**src/rtl/i8080_cmd_ctrl.sv**
```systemverilog
// rtl/i8080_cmd_ctrl.sv - i8080 command decoder, window registers and framebuffer write sequencer
module i8080_cmd_ctrl #(
  parameter int H_RES  = 800,
  parameter int V_RES  = 480,
  parameter int ADDR_W = 19
) (
  input  logic              CLK,
  input  logic              RST,
  input  logic              BUS_WR,
  input  logic              BUS_DC,
  input  logic [15:0]       BUS_DATA,
  input  logic              FB_READY,
  output logic              FB_WE,
  output logic [ADDR_W-1:0] FB_ADDR,
  output logic [15:0]       FB_DATA,
  output logic              BUSY,
  output logic              DISP_ON,
  output logic              FRAME_DONE,
  output logic              OVERRUN
);

  typedef enum logic [2:0] {S_IDLE, S_CASET, S_PASET, S_CALC, S_PIXEL} state_t;

  localparam logic [15:0]       H_MAX   = 16'(H_RES - 1);
  localparam logic [15:0]       V_MAX   = 16'(V_RES - 1);
  localparam logic [ADDR_W-1:0] H_RES_A = ADDR_W'(H_RES);

  state_t            state;
  logic [1:0]        idx;
  logic              calc_phase;
  logic              ready_q;
  logic [15:0]       sc, ec, sp, ep, col, row;
  logic              col_ok, row_ok;
  logic [7:0]        sh_start_hi, sh_start_lo, sh_end_hi;
  logic [ADDR_W-1:0] row_base, row_base_top, prod;

  logic              drop, accept, soft_rst;
  logic [15:0]       lim, p_start, p_end, c_start, c_end;

  // A write is dropped only when the port was already stalled last cycle, so a
  // write landing in the cycle FB_READY falls still completes.
  assign BUSY     = (state == S_CALC) | ~FB_READY;
  assign drop     = (state == S_CALC) | (~FB_READY & ~ready_q);
  assign accept   = BUS_WR & ~drop;
  assign soft_rst = accept & ~BUS_DC & (BUS_DATA[7:0] == 8'h01);

  assign lim     = (state == S_CASET) ? H_MAX : V_MAX;
  assign p_start = {sh_start_hi, sh_start_lo};
  assign p_end   = {sh_end_hi, BUS_DATA[7:0]};
  assign c_start = (p_start > lim) ? lim : p_start;
  assign c_end   = (p_end > lim) ? lim : p_end;

  always_ff @(posedge CLK) begin
    ready_q <= FB_READY;
    if (RST || soft_rst) begin
      state        <= S_IDLE;
      idx          <= 2'd0;
      calc_phase   <= 1'b0;
      sc           <= 16'd0;
      ec           <= H_MAX;
      sp           <= 16'd0;
      ep           <= V_MAX;
      col_ok       <= 1'b1;
      row_ok       <= 1'b1;
      col          <= 16'd0;
      row          <= 16'd0;
      row_base     <= '0;
      row_base_top <= '0;
      prod         <= '0;
      sh_start_hi  <= 8'd0;
      sh_start_lo  <= 8'd0;
      sh_end_hi    <= 8'd0;
      FB_WE        <= 1'b0;
      FB_ADDR      <= '0;
      FB_DATA      <= 16'd0;
      DISP_ON      <= 1'b0;
      FRAME_DONE   <= 1'b0;
      OVERRUN      <= 1'b0;
    end else begin
      FB_WE      <= 1'b0;
      FRAME_DONE <= 1'b0;
      if (BUS_WR && drop)
        OVERRUN <= 1'b1;

      if (state == S_CALC) begin
        if (!calc_phase) begin
          prod       <= ADDR_W'(sp) * H_RES_A;
          calc_phase <= 1'b1;
        end else begin
          row_base     <= prod;
          row_base_top <= prod;
          calc_phase   <= 1'b0;
          state        <= S_PIXEL;
        end
      end else if (accept && !BUS_DC) begin
        idx <= 2'd0;
        case (BUS_DATA[7:0])
          8'h2A: state <= S_CASET;
          8'h2B: state <= S_PASET;
          8'h2C: begin
            col        <= sc;
            row        <= sp;
            calc_phase <= 1'b0;
            state      <= S_CALC;
          end
          8'h3C: state <= S_PIXEL;
          8'h29: begin DISP_ON <= 1'b1; state <= S_IDLE; end
          8'h28: begin DISP_ON <= 1'b0; state <= S_IDLE; end
          default: state <= S_IDLE;
        endcase
      end else if (accept) begin
        case (state)
          S_CASET, S_PASET: begin
            idx <= idx + 2'd1;
            case (idx)
              2'd0: sh_start_hi <= BUS_DATA[7:0];
              2'd1: sh_start_lo <= BUS_DATA[7:0];
              2'd2: sh_end_hi   <= BUS_DATA[7:0];
              default: begin
                if (state == S_CASET) begin
                  sc     <= c_start;
                  ec     <= c_end;
                  col_ok <= (c_start <= c_end);
                end else begin
                  sp     <= c_start;
                  ep     <= c_end;
                  row_ok <= (c_start <= c_end);
                end
                state <= S_IDLE;
              end
            endcase
          end
          S_PIXEL: begin
            if (col_ok && row_ok) begin
              FB_WE   <= 1'b1;
              FB_DATA <= BUS_DATA;
              FB_ADDR <= row_base + ADDR_W'(col);
              if (col < ec) begin
                col <= col + 16'd1;
              end else begin
                col <= sc;
                if (row < ep) begin
                  row      <= row + 16'd1;
                  row_base <= row_base + H_RES_A;
                end else begin
                  // Wrap to the window top from the copy taken at the last CALC
                  row        <= sp;
                  row_base   <= row_base_top;
                  FRAME_DONE <= 1'b1;
                end
              end
            end
          end
          default: ;
        endcase
      end
    end
  end

endmodule

```
**config.mk**
```make
export PLATFORM = sky130hd
export DESIGN_NAME = i8080_cmd_ctrl
export DESIGN_NICKNAME = d
export VERILOG_FILES = /design/src/rtl/i8080_cmd_ctrl.sv
export SDC_FILE = /design/constraint.sdc
export NUM_CORES = 1
export LEC_CHECK = 0
export CORE_ASPECT_RATIO = 0.6
export CORE_MARGIN = 1
export CORE_UTILIZATION = 35
export DETAILED_ROUTE_END_ITERATION = 8
export GPL_TIMING_DRIVEN = 1
export PLACE_DENSITY = 0.49
export SETUP_SLACK_MARGIN = 0.3
export SLEW_MARGIN = 20
export SYNTH_ARGS = -nofsm -noshare
export SYNTH_HDL_FRONTEND = slang
export SYNTH_SLANG_ARGS = --single-unit
```
**constraint.sdc**
```tcl
create_clock -name CLK -period 3.9 [get_ports CLK]
set_input_delay 0.39 -clock CLK [delete_from_list [all_inputs] [get_ports CLK]]
set_output_delay 0.39 -clock CLK [all_outputs]
set_load 0.01 [all_outputs]
```
==> flow_summary.json, run 1 <==
{
  "grt-ovfl-total": 0,
  "place.detailed.hpwl_um": 24900,
  "fin_tns_setup_ps": 0,
  "period_share_pct": 91.2,
  "cts_tree": "built",
  "place_ws_ps": 141,
  "insertion_delay_ps": 520,
  "final_max_slew_viol_count": 0,
  "status": "completed",
  "htree_num_levels": 1,
  "postSynthCellCount": 1410,
  "hold_viol": 0,
  "crit_path_max_incr_delay_ps": 440,
  "dr.pass1.iters": 5,
  "hold_class": "in -> reg",
  "slew_headroom_pct": 32.0,
  "cp-start-kind": "register",
  "finalCriticalPeriod_ps": 3560,
  "syn_area_um2": 11300,
  "rows": 50,
  "critPathBufInv": 2,
  "drtIter0Drc": 779,
  "ios": 61,
  "finalWirelength_um": 34200,
  "timing.fmax_mhz": 281,
  "path_class": "reg -> reg",
  "slowest_stage": "or3b_4",
  "fillCellCount": 3188,
  "setup_ws_ps": 343,
  "grt_antenna_before_repair": 0,
  "synth-edff-count": 0,
  "placeableCoreArea_um2": 31400,
  "fin_util_pct": 42.9,
  "dieHeight_um": 141,
  "drc": 0,
  "via_per_inst": 5.23,
  "setup_viol": 0,
  "rsz0062_at_grt": "yes",
  "cts-buffers-inserted": 23,
  "synth_area_per_cell_um2": 7.99,
  "grt_pass1_vias": 9316,
  "final_cell_mix": "nand2_1, dfxtp_1, a21oi_1",
  "drv_cap": 0,
  "clock_skew_ps": 13.9,
  "cts.sinks": 210,
  "dieArea_um2": 32900,
  "antenna_left": 0,
  "grt_max_degree": 82,
  "numPortBuffers": 60,
  "clkTransAtPathRegs_ps": 70,
  "final_common_cell": "nand2_1",
  "ys.warnings.count": 0,
  "critical_path.top_delay_family": "compound AO/OA/AOI/OAI gates",
  "finalWeightedCongestion": 0.869,
  "wl_per_cell_um": 17.8,
  "syn2layout_area_growth_pct": 19.5,
  "path_cells": "or3b_4 -> inv_4 -> buf_6 -> ha_4 -> a21o_1 -> a31oi_1 -> o211ai_1 -> or2_4 -> ha_4 -> nor2b_1 -> o21a_1 -> o21ai_2 -> a21oi_2 -> o21a_1 -> o21ai_2 -> nand3_2 -> a31oi_1",
  "ys_dominant_reg_cell": "dfxtp_1",
  "ys_seq_elements": 210,
  "powerDensity_nw_per_um2": 337,
  "worstMarginPinSlew_ps": 1020,
  "yosysSeqAreaShare_pct": 37.3,
  "clockRootBuffer": "clkbuf_16",
  "drive_gt1_share_pct": 9.69,
  "worst-endpoint-required_ps": 4340,
  "die_w_um": 234,
  "synth_cell_types": 76,
  "end_kind": "register",
  "clockBufferDepth": 3,
  "cp.arrival_ps": 4000,
  "nNetsFinal": 1619,
  "vias": 10100,
  "holdWs_ps": 412,
  "grt_use_total_pct": 21.1,
  "p_leak_uw": 0.00548,
  "grt_pass1_wl_um": 54600,
  "postSynth.asyncResetShare_pct": 0,
  "worst-path-max-fanout": 5,
  "start_util_pct": 35.9,
  "ir_drop_uv": 293
}
## path summary, 6_finish.rpt
check / startpoint / end / slack (ps) / cells after the start
max: state[1] / row_ok / 340 / 17
min reg2reg: ec[10] / ec[10] / 450 / 2
max reg2reg: state[1] / row_ok / 340 / 17
min: FB_READY / ready_q / 410 / 1
## layout make-up
cell class	instances	area, µm²	area share (%)
multi-input combinational	1056	6590	48.9
sequential	210	4210	31.2
timing repair buffer	123	1110	8.27
clock buffer	34	657	4.88
tap	416	520	3.86
inverter	77	292	2.16
clock inverter	7	87.6	0.650
antenna	1	2.50	0.0186
## cells in the mapped netlist, types with 7 or more instances
master      n  share of area (%)
a31oi_1    17               0.94
xnor2_1    29                2.3
dfxtp_1   210                 37
xor2_1     14                1.1
o211ai_1   20                1.3
o21ai_0    72                3.2
nand2b_1    8               0.44
nand4_1    13               0.72
nand3_1    68                3.0
a211oi_1   19                1.3
nor4_1      7               0.39
clkbuf_1   41                1.4
a21oi_1   168                7.5
nand2_1   220                7.3
inv_1      77                2.6
ha_1       99                 11
nor3_1     45                2.0
and3_1     18                1.0
buf_2      28                1.2
nor2_1    105                3.5
a21o_1      8               0.53
fa_1        8                1.4
## worst register-to-register path: cells and delay by family, from the launching register on
family | cells | cell delay (ps)
adders and majority gates | 2 | 410
and+or+nand+nor | 4 | 1010
buffers and inverters | 2 | 220
AOI/OAI and AO/OA | 9 | 1510
DFF | 1 | 320
## metrics by stage
| stage | cells | cell area, µm² | total power (µW) |
|---|---|---|---|
| 2_1_floorplan | 1420 | 11300 | 2280 |
| 3_3_place_gp | 1876 | 12600 | 2370 |
| 3_5_place_dp | 1876 | 12600 | 2370 |
| 4_1_cts | 1919 | 13300 | 4590 |
| 5_1_grt | 1923 | 13500 | 4690 |
| 6_report | 1924 | 13500 | 4540 |
## cell families after synthesis
logic type / after synthesis / share of synthesized area [%]
flip-flops: 210 / 37.3
AO/OA/AOI/OAI: 353 / 18.4
AND/OR/NAND/NOR: 535 / 22.1
multiplexers: 6 / 0.533
other: 2 / 0.0666
buffers and inverters: 154 / 5.85
XOR/XNOR: 43 / 3.34
adder cells (fa/ha/maj): 107 / 12.4
## report_power, final
group / switching, µW / internal, µW / total, µW
logic: 116 / 65.7 / 182
clock network: 920 / 1300 / 2220
registers: 0.664 / 2150 / 2150
total: 1040 / 3510 / 4540
## sequential cells by signal, indices dropped and copies added, names as in the netlist, 8 cells and up
register      count
FB_ADDR          19
col              16
FB_DATA          16
ep               16
sh_end_hi         8
sh_start_lo       8
row_base         14
sp               16
ec               16
row              16
row_base_top     14
prod             14
sc               16
sh_start_hi       8
## repair_timing
action | 4_1_cts | 5_1_grt
setup endpoints to repair | 2 | 4
setup buffers | 2 | 4
pin swaps | 2 | 20
hold buffers | 0 | 0
gates resized for setup | 2 | 26
## metal layers
layer  GRT usage, %  vias up  share of wire (%)
met5              0        -                  0
met1           35.6     4720                 57
met3           3.78       29                5.8
met2           26.8      236                 36
li1               -     5076                  -
met4           3.35        0                1.3
(Power assumes the default switching activity.)
==> inputs of run 2 (changes only) <==
CAP_MARGIN = 20   (was default)
CORE_ASPECT_RATIO = default   (was 0.6)
==> run 2 against run 1 <==
  * Count of clock-buffer cells in the layout up 1
  * Highest routed layer unchanged
  * Critical path type unchanged
  * Non-clock buffer count decreased by 14
  * Power up 7.7%
  * Hold slack got worse by 4.5 ps
  * Sequential share of layout area down 0.058 points
  * Setup slack improved by 31 ps
==> flow_summary.json, run 2 (same netlist as run 1, synthesis figures left out) <==
{
  "status": "completed",
  "grt_antenna_before_repair": 0,
  "drv_cap": 0,
  "final_common_cell": "nand2_1",
  "clkTransAtPathRegs_ps": 60,
  "finalWirelength_um": 32500,
  "path_class": "reg -> reg",
  "via_per_inst": 5.21,
  "slew_headroom_pct": 40.7,
  "setup_viol": 0,
  "placeableCoreArea_um2": 31600,
  "drtIter0Drc": 418,
  "cp.arrival_ps": 3990,
  "cp-start-kind": "register",
  "instances_no_fill": 1901,
  "powerDensity_nw_per_um2": 363,
  "place_ws_ps": 145,
  "rows": 65,
  "top_register": "FB_ADDR",
  "end_kind": "register",
  "finalWeightedCongestion": 0.838,
  "dr.pass1.iters": 4,
  "diodes": 0,
  "cts_tree": "built",
  "cts-buffers-inserted": 26,
  "drive_gt1_share_pct": 9.21,
  "setup_ws_ps": 374,
  "largest_register_ffs": 19,
  "grt_use_total_pct": 20.1,
  "rsz0062_at_grt": "yes",
  "hold_class": "in -> reg",
  "worst-endpoint-required_ps": 4360,
  "wl_per_cell_um": 17.1,
  "fin_util_pct": 42.7,
  "grt_pass1_vias": 9866,
  "grt_pass1_wl_um": 53400,
  "grt-ovfl-total": 0,
  "holdWs_ps": 407,
  "drc": 0,
  "final_cell_mix": "nand2_1, dfxtp_1, a21oi_1",
  "clockBufferDepth": 3,
  "place.detailed.hpwl_um": 23300,
  "ir_drop_uv": 391,
  "cts.sinks": 210,
  "clock_skew_ps": 21.4,
  "htree_num_levels": 1,
  "syn2layout_area_growth_pct": 19.8,
  "dieArea_um2": 32900,
  "grt_max_degree": 44,
  "start_util_pct": 35.6,
  "dieHeight_um": 181,
  "fin_tns_setup_ps": 0,
  "timing.fmax_mhz": 284,
  "antenna_left": 0,
  "ios": 61,
  "clockRootBuffer": "clkbuf_16",
  "p_leak_uw": 0.00550,
  "final_max_slew_viol_count": 0,
  "period_share_pct": 90.4,
  "worstMarginPinSlew_ps": 890,
  "die_w_um": 181,
  "finalCriticalPeriod_ps": 3530,
  "vias": 9898,
  "placed_cells": 1850,
  "worst-path-max-fanout": 6,
  "nNetsFinal": 1608,
  "insertion_delay_ps": 530,
  "hold_viol": 0,
  "numPortBuffers": 60
}
[run 2: worst max-delay path: stages, from the launching register on]
cell,delay [ps]
dfxtp_1,310
or3b_4,450
inv_4,90
ha_4,190
a21o_1,150
a21o_1,150
a31oi_1,160
o211ai_1,300
or2_4,350
ha_4,220
nor2b_4,120
o21a_1,160
o21ai_1,130
a21oi_1,80
o21a_1,190
o21ai_1,140
nand3_1,110
a31oi_1,160
[run 2: timing repair]
item,4_1_cts,5_1_grt
pin swaps,1,17
setup buffers,1,3
hold buffers,0,0
cloned,0,0
endpoints found under the setup margin,2,3
resized for setup,2,22
[run 2: metal layers]
layer / up-vias / global-route usage (%) / routed length (µm)
met5: - / 0 / 0
met4: 0 / 5.29 / 784
met3: 45 / 2.41 / 970
met2: 131 / 34.2 / 15200
met1: 4673 / 26.9 / 15500
li1: 5049 / - / -
[run 2: per-stage QoR]
step	cell area, µm²	total power [µW]
5_1_grt	13500	5060
4_1_cts	13400	4950
3_5_place_dp	12500	2360
2_1_floorplan	11300	2280
3_3_place_gp	12500	2360
6_report	13500	4890
[run 2: path summary, 6_finish.rpt]
kind,startpoint,end,slack [ps],cells after the start
max,state[1],row_ok,370,17
min,BUS_DATA[9],FB_DATA[9],410,3
max reg2reg,state[1],row_ok,370,17
min reg2reg,FB_DATA[0],FB_DATA[0],450,2
[run 2: layout make-up]
type	count	area (µm²)
timing repair buffer	109	1020
sequential	210	4210
inverter	77	292
multi-input combinational	1056	6570
tap	402	503
clock buffer	35	746
fill	3215	18100
clock inverter	12	164
[run 2: where the power goes]
group	leakage (µW)	total [µW]	switching, µW	internal, µW
combinational	0.00335	171	108	63.2
clock	0.000454	2580	977	1600
sequential	0.00169	2150	0.720	2150
total	0.00550	4890	1090	3810
==> inputs of run 3 (changes only) <==
GPL_TIMING_DRIVEN = 0   (was 1)
==> run 3 against run 2 <==
  * First-iteration DRC count up 36%
  * Critical path depth unchanged
  * Non-clock buffer count up 36
  * Critical path type unchanged
  * Register-to-register slack about the same
  * Critical endpoint unchanged
  * Hold slack worse by 170 ps
  * Power down 6.2%
  * Sequential power about the same
  * Flip-flop and latch count unchanged
  * Count of clock-buffer cells in the layout up 1
  * Setup slack worse by 11 ps
  * Global-route usage up 2.1 points
==> flow_summary.json, run 3 (same netlist as run 1, synthesis figures left out) <==
{
  "grt_pass1_vias": 10000,
  "htree_num_levels": 1,
  "cpMostUsedCell": "o21ai_1",
  "final_cell_mix": "nand2_1, dfxtp_1, a21oi_1",
  "insertion_delay_ps": 530,
  "worstMarginPinSlew_ps": 880,
  "critical_path.top_delay_family": "compound AO/OA/AOI/OAI gates",
  "pwr-share-seq_pct": 46.8,
  "ios": 61,
  "timing.fmax_mhz": 283,
  "rrSetupSlack_ps": 360,
  "hold_viol": 0,
  "power.share.switching_pct": 23.5,
  "whs_path_depth": 3,
  "cts.sinks": 210,
  "setup_viol": 0,
  "clkTransAtPathRegs_ps": 60,
  "final_common_cell": "nand2_1",
  "placeableCoreArea_um2": 31600,
  "clock_skew_ps": 12.1,
  "via_per_inst": 5.31,
  "grt_antenna_before_repair": 0,
  "grt-ovfl-total": 0,
  "syn2layout_area_growth_pct": 19.4,
  "dieArea_um2": 32900,
  "powerDensity_nw_per_um2": 341,
  "path_class": "reg -> reg",
  "place.detailed.hpwl_um": 27000,
  "timing.rr.start": "state[2]",
  "pwr-share-comb_pct": 3.9,
  "r2r_cells": 17,
  "diodes": 0,
  "period_share_pct": 90.7,
  "grt_use_total_pct": 22.2,
  "place_ws_ps": -204,
  "end_kind": "register",
  "hold_end": "FB_DATA[4]",
  "p_leak_uw": 0.00546,
  "cts_tree": "built",
  "cp.arrival_ps": 3990,
  "vias": 10300,
  "finalWeightedCongestion": 0.844,
  "rows": 65,
  "antenna_left": 0,
  "critPathBufInv": 4,
  "finalCriticalPeriod_ps": 3540,
  "slew_headroom_pct": 40.7,
  "largest_register_ffs": 19,
  "p_clk_share_pct": 49.4,
  "dieHeight_um": 181,
  "nNetsFinal": 1644,
  "path_cells": "or3b_4 -> buf_8 -> inv_8 -> buf_4 -> ha_1 -> nand4_1 -> nor3_1 -> o221ai_1 -> clkbuf_4 -> o21ai_1 -> ha_1 -> o21ai_1 -> a21oi_1 -> o21a_1 -> o21ai_1 -> nand3_2 -> a31oi_1",
  "worst-path-max-fanout": 10,
  "final_max_slew_viol_count": 0,
  "drc": 0,
  "hold_path_startpoint": "BUS_DATA[4]",
  "ctsHoldBuffers": 0,
  "drtIter0Drc": 568,
  "grt_pass1_wl_um": 57000,
  "p_int_uw": 3510,
  "die_w_um": 181,
  "wl_per_cell_um": 18.7,
  "start_util_pct": 35.6,
  "r2r_end": "row_ok",
  "fin_tns_setup_ps": 0,
  "clockBufferDepth": 3,
  "switching_power_uw": 1080,
  "dr.pass1.iters": 5,
  "ir_drop_uv": 285,
  "cp-start-kind": "register",
  "crit_path_max_incr_delay_ps": 430,
  "drv_cap": 0,
  "worst-endpoint-required_ps": 4360,
  "drive_gt1_share_pct": 9.07,
  "hold_class": "in -> reg",
  "rsz0062_at_grt": "yes",
  "top_register": "FB_ADDR",
  "clockRootBuffer": "clkbuf_16",
  "numPortBuffers": 57,
  "cts-buffers-inserted": 26,
  "slowest_stage": "o21ai_1",
  "grt_max_degree": 13,
  "holdWs_ps": 233,
  "setup_ws_ps": 362,
  "finalWirelength_um": 36200,
  "status": "completed"
}
run 3: worst max-delay path by stage:
stage	startpoint	end	slack, ps	cells past startpoint
CTS	state[0]	row_ok	300	20
detailed placement	state[0]	row_ok	-200	20
floorplan	state[0]	col_ok	310	19
global placement	BUS_DATA[6]	col_ok	-170	16
finish	state[2]	row_ok	360	17
global route	state[0]	row_ok	190	19
run 3: metal layers:
layer | global-route usage [%] | routed length (µm) | part of all wire, %
met1 | 29.7 | 16900 | 47
met5 | 0 | 0 | 0
met4 | 7.15 | 1070 | 3.0
met2 | 36.6 | 16600 | 46
met3 | 3.23 | 1710 | 4.7
run 3: per-stage QoR:
step	cells	area, µm²	power (µW)	util (%)
after floorplan	1420	11300	2280	-
after global placement	1879	12400	2360	39.2
after detailed placement	1879	12400	2360	39.2
after CTS	1933	13400	4640	42.3
after global routing	1935	13500	4760	42.5
final	1935	13500	4590	42.5
run 3: layout make-up:
cell class                 instances  area [µm²]
fill                            3239       18200
sequential                       210        4210
clock inverter                     9        50.0
timing repair buffer              68         653
multi-input combinational       1056        6600
buffer                            77         392
tap                              402         503
clock buffer                      36         739
inverter                          77         302
run 3: worst reg2reg max path, stage by stage (launching register included):
cell and delay [ps]:
dfxtp_2 370, or3b_4 410, buf_8 140, inv_8 60
buf_4 100, ha_1 120, nand4_1 120, nor3_1 200
o221ai_1 170, clkbuf_4 260, o21ai_1 430, ha_1 330
o21ai_1 80, a21oi_1 60, o21a_1 170, o21ai_1 140
nand3_2 120, a31oi_1 180
run 3: power by group through the flow:
stage	Clock [µW]	Combinational [µW]	Sequential [µW]
finish	2260	178	2150
global placement	0	170	2190
detailed placement	0	171	2190
CTS	2310	175	2150
floorplan	0	86.8	2190
global route	2420	192	2150
run 3: timing repair:
item,CTS,global route
pin swaps,14,14
endpoints found under the setup margin,3,4
setup buffers,9,2
gates resized for setup,33,13
gates cloned,0,0
